$ cat src/rtl/fetch_queue_if.sv
// Fetch front-end bus: control in, IM read port, and the valid/ready port into decode.
// master = fetch_queue side, slave = memory/decode/control side.
interface fetch_queue_if #(
  parameter int AW = 16,
  parameter int OW = 3
);
  logic          fetch_en;
  logic          redirect;
  logic [AW-1:0] redirect_pc;
  logic [AW-1:0] im_addr;
  logic          im_rd_en;
  logic [15:0]   im_data;
  logic          id_valid;
  logic          id_ready;
  logic [15:0]   id_instr;
  logic [AW-1:0] id_pc;
  logic [OW-1:0] occupancy;

  modport master (
    input  fetch_en, redirect, redirect_pc, im_data, id_ready,
    output im_addr, im_rd_en, id_valid, id_instr, id_pc, occupancy
  );

  modport slave (
    output fetch_en, redirect, redirect_pc, im_data, id_ready,
    input  im_addr, im_rd_en, id_valid, id_instr, id_pc, occupancy
  );
endinterface

$ cat src/rtl/fetch_queue.sv
// Instruction-fetch front end: owns the fetch PC, reads the synchronous IM and
// queues {instr, pc} pairs for decode; a redirect flushes and restarts fetch.
module fetch_queue #(
  parameter int            DEPTH    = 4,
  parameter int            AW       = 16,
  parameter logic [AW-1:0] RESET_PC = '0
) (
  input  logic           clk,
  input  logic           rst,
  fetch_queue_if.master  bus
);
  localparam int PW = $clog2(DEPTH);
  localparam int OW = PW + 1;

  logic [AW-1:0] fetch_pc;
  logic [AW-1:0] inflight_pc;
  logic          inflight;
  logic [PW-1:0] wr_ptr;
  logic [PW-1:0] rd_ptr;
  logic [OW-1:0] count;

  logic [15:0]   instr_mem [DEPTH];
  logic [AW-1:0] pc_mem    [DEPTH];

  logic          valid;
  logic          pop;
  logic          push;
  logic          issue;
  logic [OW:0]   reserved;

  // A slot is reserved at issue time, so the in-flight read counts against capacity.
  always_comb begin
    valid    = (count != '0) & ~bus.redirect;
    pop      = valid & bus.id_ready;
    push     = inflight & ~bus.redirect;
    reserved = {1'b0, count} + (OW+1)'(inflight) - (OW+1)'(pop);
    issue    = bus.fetch_en & ~bus.redirect & ~rst & (reserved < (OW+1)'(DEPTH));
  end

  assign bus.im_addr   = fetch_pc;
  assign bus.im_rd_en  = issue;
  assign bus.id_valid  = valid;
  assign bus.occupancy = count;
  // Head is gated by occupancy so that an emptied queue (reset included) shows zeros.
  assign bus.id_instr  = (count != '0) ? instr_mem[rd_ptr] : 16'h0;
  assign bus.id_pc     = (count != '0) ? pc_mem[rd_ptr]    : '0;

  always_ff @(posedge clk) begin
    if (push) begin
      instr_mem[wr_ptr] <= bus.im_data;
      pc_mem[wr_ptr]    <= inflight_pc;
    end
  end

  always_ff @(posedge clk or posedge rst) begin
    if (rst) begin
      fetch_pc    <= RESET_PC;
      inflight    <= 1'b0;
      inflight_pc <= '0;
      wr_ptr      <= '0;
      rd_ptr      <= '0;
      count       <= '0;
    end else if (bus.redirect) begin
      // The word in flight belongs to the old path and is dropped.
      fetch_pc <= bus.redirect_pc;
      inflight <= 1'b0;
      wr_ptr   <= '0;
      rd_ptr   <= '0;
      count    <= '0;
    end else begin
      inflight <= issue;
      if (issue) begin
        inflight_pc <= fetch_pc;
        fetch_pc    <= fetch_pc + AW'(1);
      end
      if (push) wr_ptr <= wr_ptr + PW'(1);
      if (pop)  rd_ptr <= rd_ptr + PW'(1);
      count <= count + OW'(push) - OW'(pop);
    end
  end
endmodule
$ cat src/flat_wrapper.sv
// flat-port wrapper written by rule: the top's interface ports become plain ports
module fetch_queue_flat 
#(
  parameter int            DEPTH    = 4,
  parameter int            AW       = 16,
  parameter logic [AW-1:0] RESET_PC = '0
)
  (clk, rst, bus_fetch_en, bus_redirect, bus_redirect_pc, bus_im_data, bus_id_ready, bus_im_addr, bus_im_rd_en, bus_id_valid, bus_id_instr, bus_id_pc, bus_occupancy);
  fetch_queue_if #(.AW(AW)) bus_i ();
  input  logic clk;
  input  logic rst;
  input wire logic [$bits(bus_i.fetch_en)-1:0] bus_fetch_en;
  input wire logic [$bits(bus_i.redirect)-1:0] bus_redirect;
  input wire logic [$bits(bus_i.redirect_pc)-1:0] bus_redirect_pc;
  input wire logic [$bits(bus_i.im_data)-1:0] bus_im_data;
  input wire logic [$bits(bus_i.id_ready)-1:0] bus_id_ready;
  output wire logic [$bits(bus_i.im_addr)-1:0] bus_im_addr;
  output wire logic [$bits(bus_i.im_rd_en)-1:0] bus_im_rd_en;
  output wire logic [$bits(bus_i.id_valid)-1:0] bus_id_valid;
  output wire logic [$bits(bus_i.id_instr)-1:0] bus_id_instr;
  output wire logic [$bits(bus_i.id_pc)-1:0] bus_id_pc;
  output wire logic [$bits(bus_i.occupancy)-1:0] bus_occupancy;
  assign bus_i.fetch_en = bus_fetch_en;
  assign bus_i.redirect = bus_redirect;
  assign bus_i.redirect_pc = bus_redirect_pc;
  assign bus_i.im_data = bus_im_data;
  assign bus_i.id_ready = bus_id_ready;
  assign bus_im_addr = bus_i.im_addr;
  assign bus_im_rd_en = bus_i.im_rd_en;
  assign bus_id_valid = bus_i.id_valid;
  assign bus_id_instr = bus_i.id_instr;
  assign bus_id_pc = bus_i.id_pc;
  assign bus_occupancy = bus_i.occupancy;
  fetch_queue #(.DEPTH(DEPTH), .AW(AW), .RESET_PC(RESET_PC)) u_core (.clk(clk), .rst(rst), .bus(bus_i));
endmodule
$ cat config.mk
export PLATFORM = sky130hd
export DESIGN_NAME = fetch_queue_flat
export DESIGN_NICKNAME = d
export VERILOG_FILES = /design/src/rtl/fetch_queue_if.sv /design/src/rtl/fetch_queue.sv /design/src/flat_wrapper.sv
export SDC_FILE = /design/constraint.sdc
export NUM_CORES = 1
export LEC_CHECK = 0
export CORE_MARGIN = 3
export CORE_UTILIZATION = 59
export CTS_CLUSTER_DIAMETER = 100
export DETAILED_ROUTE_END_ITERATION = 12
export GPL_TIMING_DRIVEN = 0
export PLACE_DENSITY = 0.84
export SKIP_LAST_GASP = 1
export SYNTH_ARGS = -nofsm -noshare
export SYNTH_HDL_FRONTEND = slang
export SYNTH_SLANG_ARGS = --single-unit
$ cat constraint.sdc
create_clock -name clk -period 7.1 [get_ports clk]
set_input_delay 1.775 -clock clk [delete_from_list [all_inputs] [get_ports clk]]
set_output_delay 1.775 -clock clk [all_outputs]
set_load 0.02 [all_outputs]
==> metrics list <==
- DRC violation count after routing: 0
* Layout overhead on the synthesized area: 24.5%
* Routed WL: roughly 14 mm
- Overall overflow remaining after global route: 0
- Required time worst endpoint: 5330 ps
- The post-route netlist has approximately 15% of its cells at a drive strength greater than 1.
- Number of enable-type register cells in the synthesized netlist: about 130
- For this design, the slowest cell found on the critical path is clkdlybuf4s50_1.
* Die span in x: around 110 um
* Category of the worst setup path capture point: output pin
- Number of warnings reported in the yosys synthesis log: 0
* DP HPWL: 8.79 mm
- Clock Sinks: between 150 and 200
- After synthesis the netlist holds a flip-flop and latch count of about 170.
* Sequential cell area fraction in the yosys report: 69.9%
- After synthesis, the share of flip-flops with an asynchronous set or reset is 23.8%.
- Tightest Hold Check Type: reg -> reg
- For this design the ratio of total power to cell area is about 350 nW/um^2.
* Achievable Freq: between 100 and 150 MHz
- The largest single stage delay on the critical path is around 550 ps.
- Post-Syn Instances: 434
- Synthesized cell area: a little under 7000 sq um
- Leading area contributor after synthesis: edfxtp_1
- Yosys mapped the design onto 39 distinct sky130hd cell types.
- Most frequent cells after synthesis: 128 x edfxtp_1, 47 x nand2_1, 40 x dfrtp_1, 35 x nor2b_1, 32 x mux4_2
* Leakage power: roughly 0.003 uW
- The worst setup path is of the in -> out kind.
- Antenna cells: 0
* Final Hold Fails: 0
* Post-placement cell area: ~8000 sq um
* Antenna Nets Post-Route: 0
- The number of buffers and inverters on the critical path is 7.
* Synth Area per Inst: 16.0 sq um
- The floorplan step defined a die boundary enclosing 13100 sq um.
* Clock root buffer master: clkbuf_16
* Critical Path Start Type: input port
- Arrival time reported for the critical path endpoint: roughly 5100 ps
- Clock-pin slew was measured on the worst setup and hold paths at approximately 60 ps.
- Drt via density: 5.72
* Via count of the first global-routing pass: 4188
- In this run the core area contains 38 standard-cell rows.
* Detailed-routing iteration count for the pre-antenna-repair pass: 5
- The max-slew violation count is 0.
- Endpoints failing setup: 0
* Final worst path period share: a little over nine tenths
* Count of nets after finishing: between 500 and 600
- The number of antenna violations at the first check in global routing came to 0.
- Synthesis produced a netlist with a net count of 482.
- From bottom edge to top edge, the die measures 114 um.
* CTS max path bufs: 2
- Headroom to the max-slew limit came out at a little over a fifth.
* Top cell family by delay on the critical path: buffers and inverters
- Cells fill between 70% and 80% of the core in the end.
- Max H-tree Level: 4
- WL/cell: roughly 20 um
- RSZ-0062 raised after global routing: no
- The synthesized design devotes to its leading area cell type between 50% and 60% of total area.
* TritonCTS clock tree: yes
- Post-CTS timing repair inserted 0 buffers for setup.
* Total negative slack for setup checks: 0 ps
- The critical path goes through clkdlybuf4s50_1, nand2b_1, nor2_1, ha_1, inv_1, ha_1, nand4bb_1, and3_1, clkbuf_1, o211ai_2, buf_6, clkbuf_1, inv_1, clkdlybuf4s50_1.
- Port buffering added 88 buffers.
- Pin placement for this block handled 90 I/O pins.
- Total Routing Usage GR: a little under a quarter
- Clock latency on the worst-skew pair, taken at its later pin, is about 420 ps.
- Max-cap violations in this run came to 0.
* Initial drt markers: 286
* Largest vdd supply drop: approximately 220 uV
* Biggest area contributors in the synthesized netlist: edfxtp_1 55%, dfrtp_1 14%, mux4_2 10%
- Buffers inserted during clock tree synthesis total 17.
* Worst Max-Slew Pin Slew: about 1200 ps
- Routability Congestion: around 0.86
- The total area inside the core boundary comes to between 10000 and 15000 sq um.
- In this run the worst path has a maximum fanout of 10.
* Status: finished clean
* Most frequently used cell type in the post-synthesis netlist: edfxtp_1
- Effective utilization at floorplan: between 60% and 70%
- For the final database, setup skew stands at about 7.0 ps.
- Global-route wire length before repair: between 20 and 25 mm
- Vias: approximately 4.0k
- Final instance area: 8630 sq um
- Most instantiated flip-flop cell in the synthesis netlist: edfxtp_1
- Pin count of the biggest net entering global routing: between 40 and 50
- The clock period could shrink to ~7000 ps.
- Slack of the worst reg-to-reg path: 3280 ps
[metrics by stage]
step / std cells / setup WS, ps / total power (uW) / hold WS, ps
floorplan: 434 / 1280 / 1750 / 476
global placement: 662 / 240 / 2040 / 489
detailed placement: 662 / 171 / 2070 / 503
CTS: 694 / 158 / 3050 / 523
global route: 694 / 48.9 / 3160 / 535
finish: 694 / 274 / 3030 / 518
[layout make-up]
type	count	area [sq um]
multi-input combinational	232	1950
fill	642	2540
sequential	168	4840
inverter	14	52.6
timing repair buffer	88	881
tap	140	175
clock inverter	14	205
clock buffer	18	429
buffer	20	90.1
[registers in the layout (all words and copies together) (netlist names)]
| register | flops |
|---|---|
| u_core.inflight_pc | 16 |
| u_core.bus.occupancy | 3 |
| u_core.inflight | 1 |
| u_core.rd_ptr | 2 |
| u_core.wr_ptr | 2 |
| u_core.instr_mem | 64 |
| u_core.pc_mem | 64 |
| u_core.bus.im_addr | 16 |
[power breakdown]
group          switching (uW)  leakage, uW  internal [uW]  total, uW
clock                     359     0.000305            620        978
sequential               90.5      0.00165           1190       1280
combinational             408      0.00108            361        769
total                     857      0.00303           2170       3030
[per-layer routing]
metal,global-route usage [%],wire (um),share of wire [%]
met1,30.5,5610,41
met2,37.3,6860,50
met3,4.70,870,6.4
met4,9.26,313,2.3
met5,0,0,0
[worst paths after layout]
kind,startpoint,end,cells past startpoint
worst max-delay path,bus_id_ready,bus_im_rd_en,14
worst min-delay path,u_core.inflight_pc[8]$_DFFE_PP0P_,u_core.pc_mem[1][8]$_DFFE_PP_,0
worst max register to register,u_core.bus.occupancy[1]$_DFF_PP0_,u_core.bus.im_addr[13]$_DFFE_PP0P_,12
worst min register to register,u_core.inflight_pc[8]$_DFFE_PP0P_,u_core.pc_mem[1][8]$_DFFE_PP_,0
max in group asynchronous,rst,u_core.inflight_pc[9]$_DFFE_PP0P_,2
min in group asynchronous,rst,u_core.bus.im_addr[4]$_DFFE_PP0P_,2
[cells by family after synthesis]
logic type | after synthesis | share of synthesized area (%)
AO/OA/AOI/OAI | 37 | 3.74
XOR/XNOR | 8 | 1.01
adder cells (fa/ha/maj) | 11 | 2.09
buffers and inverters | 34 | 2.04
flip-flops | 168 | 69.9
multiplexers | 35 | 10.9
AND/OR/NAND/NOR | 141 | 10.4
[what timing repair did]
action                                  in CTS  in global routing
hold buffers                                 0                  0
endpoints found under the setup margin       0                  1
gates resized for setup                      0                  2
endpoints found under the hold margin        0                  0
[cell usage in the layout (no fill, tap or decap), types with 5 or more instances in the layout]
| cell type | synthesis | final |
|---|---|---|
| or3_1 | 10 | 10 |
| mux4_2 | 32 | 32 |
| nand2_1 | 47 | 47 |
| clkdlybuf4s50_1 | 0 | 88 |
| bufinv_16 | 0 | 5 |
| buf_2 | 5 | 5 |
| clkbuf_16 | 0 | 17 |
| o21ai_0 | 16 | 16 |
| clkbuf_1 | 14 | 14 |
| ha_1 | 10 | 10 |
| a31oi_1 | 10 | 10 |
| edfxtp_1 | 128 | 128 |
| nor2b_1 | 35 | 35 |
| dfrtp_1 | 40 | 40 |
| nor2_1 | 24 | 24 |
| xor2_1 | 5 | 5 |
| inv_1 | 13 | 12 |
(Power assumes the default switching activity.)
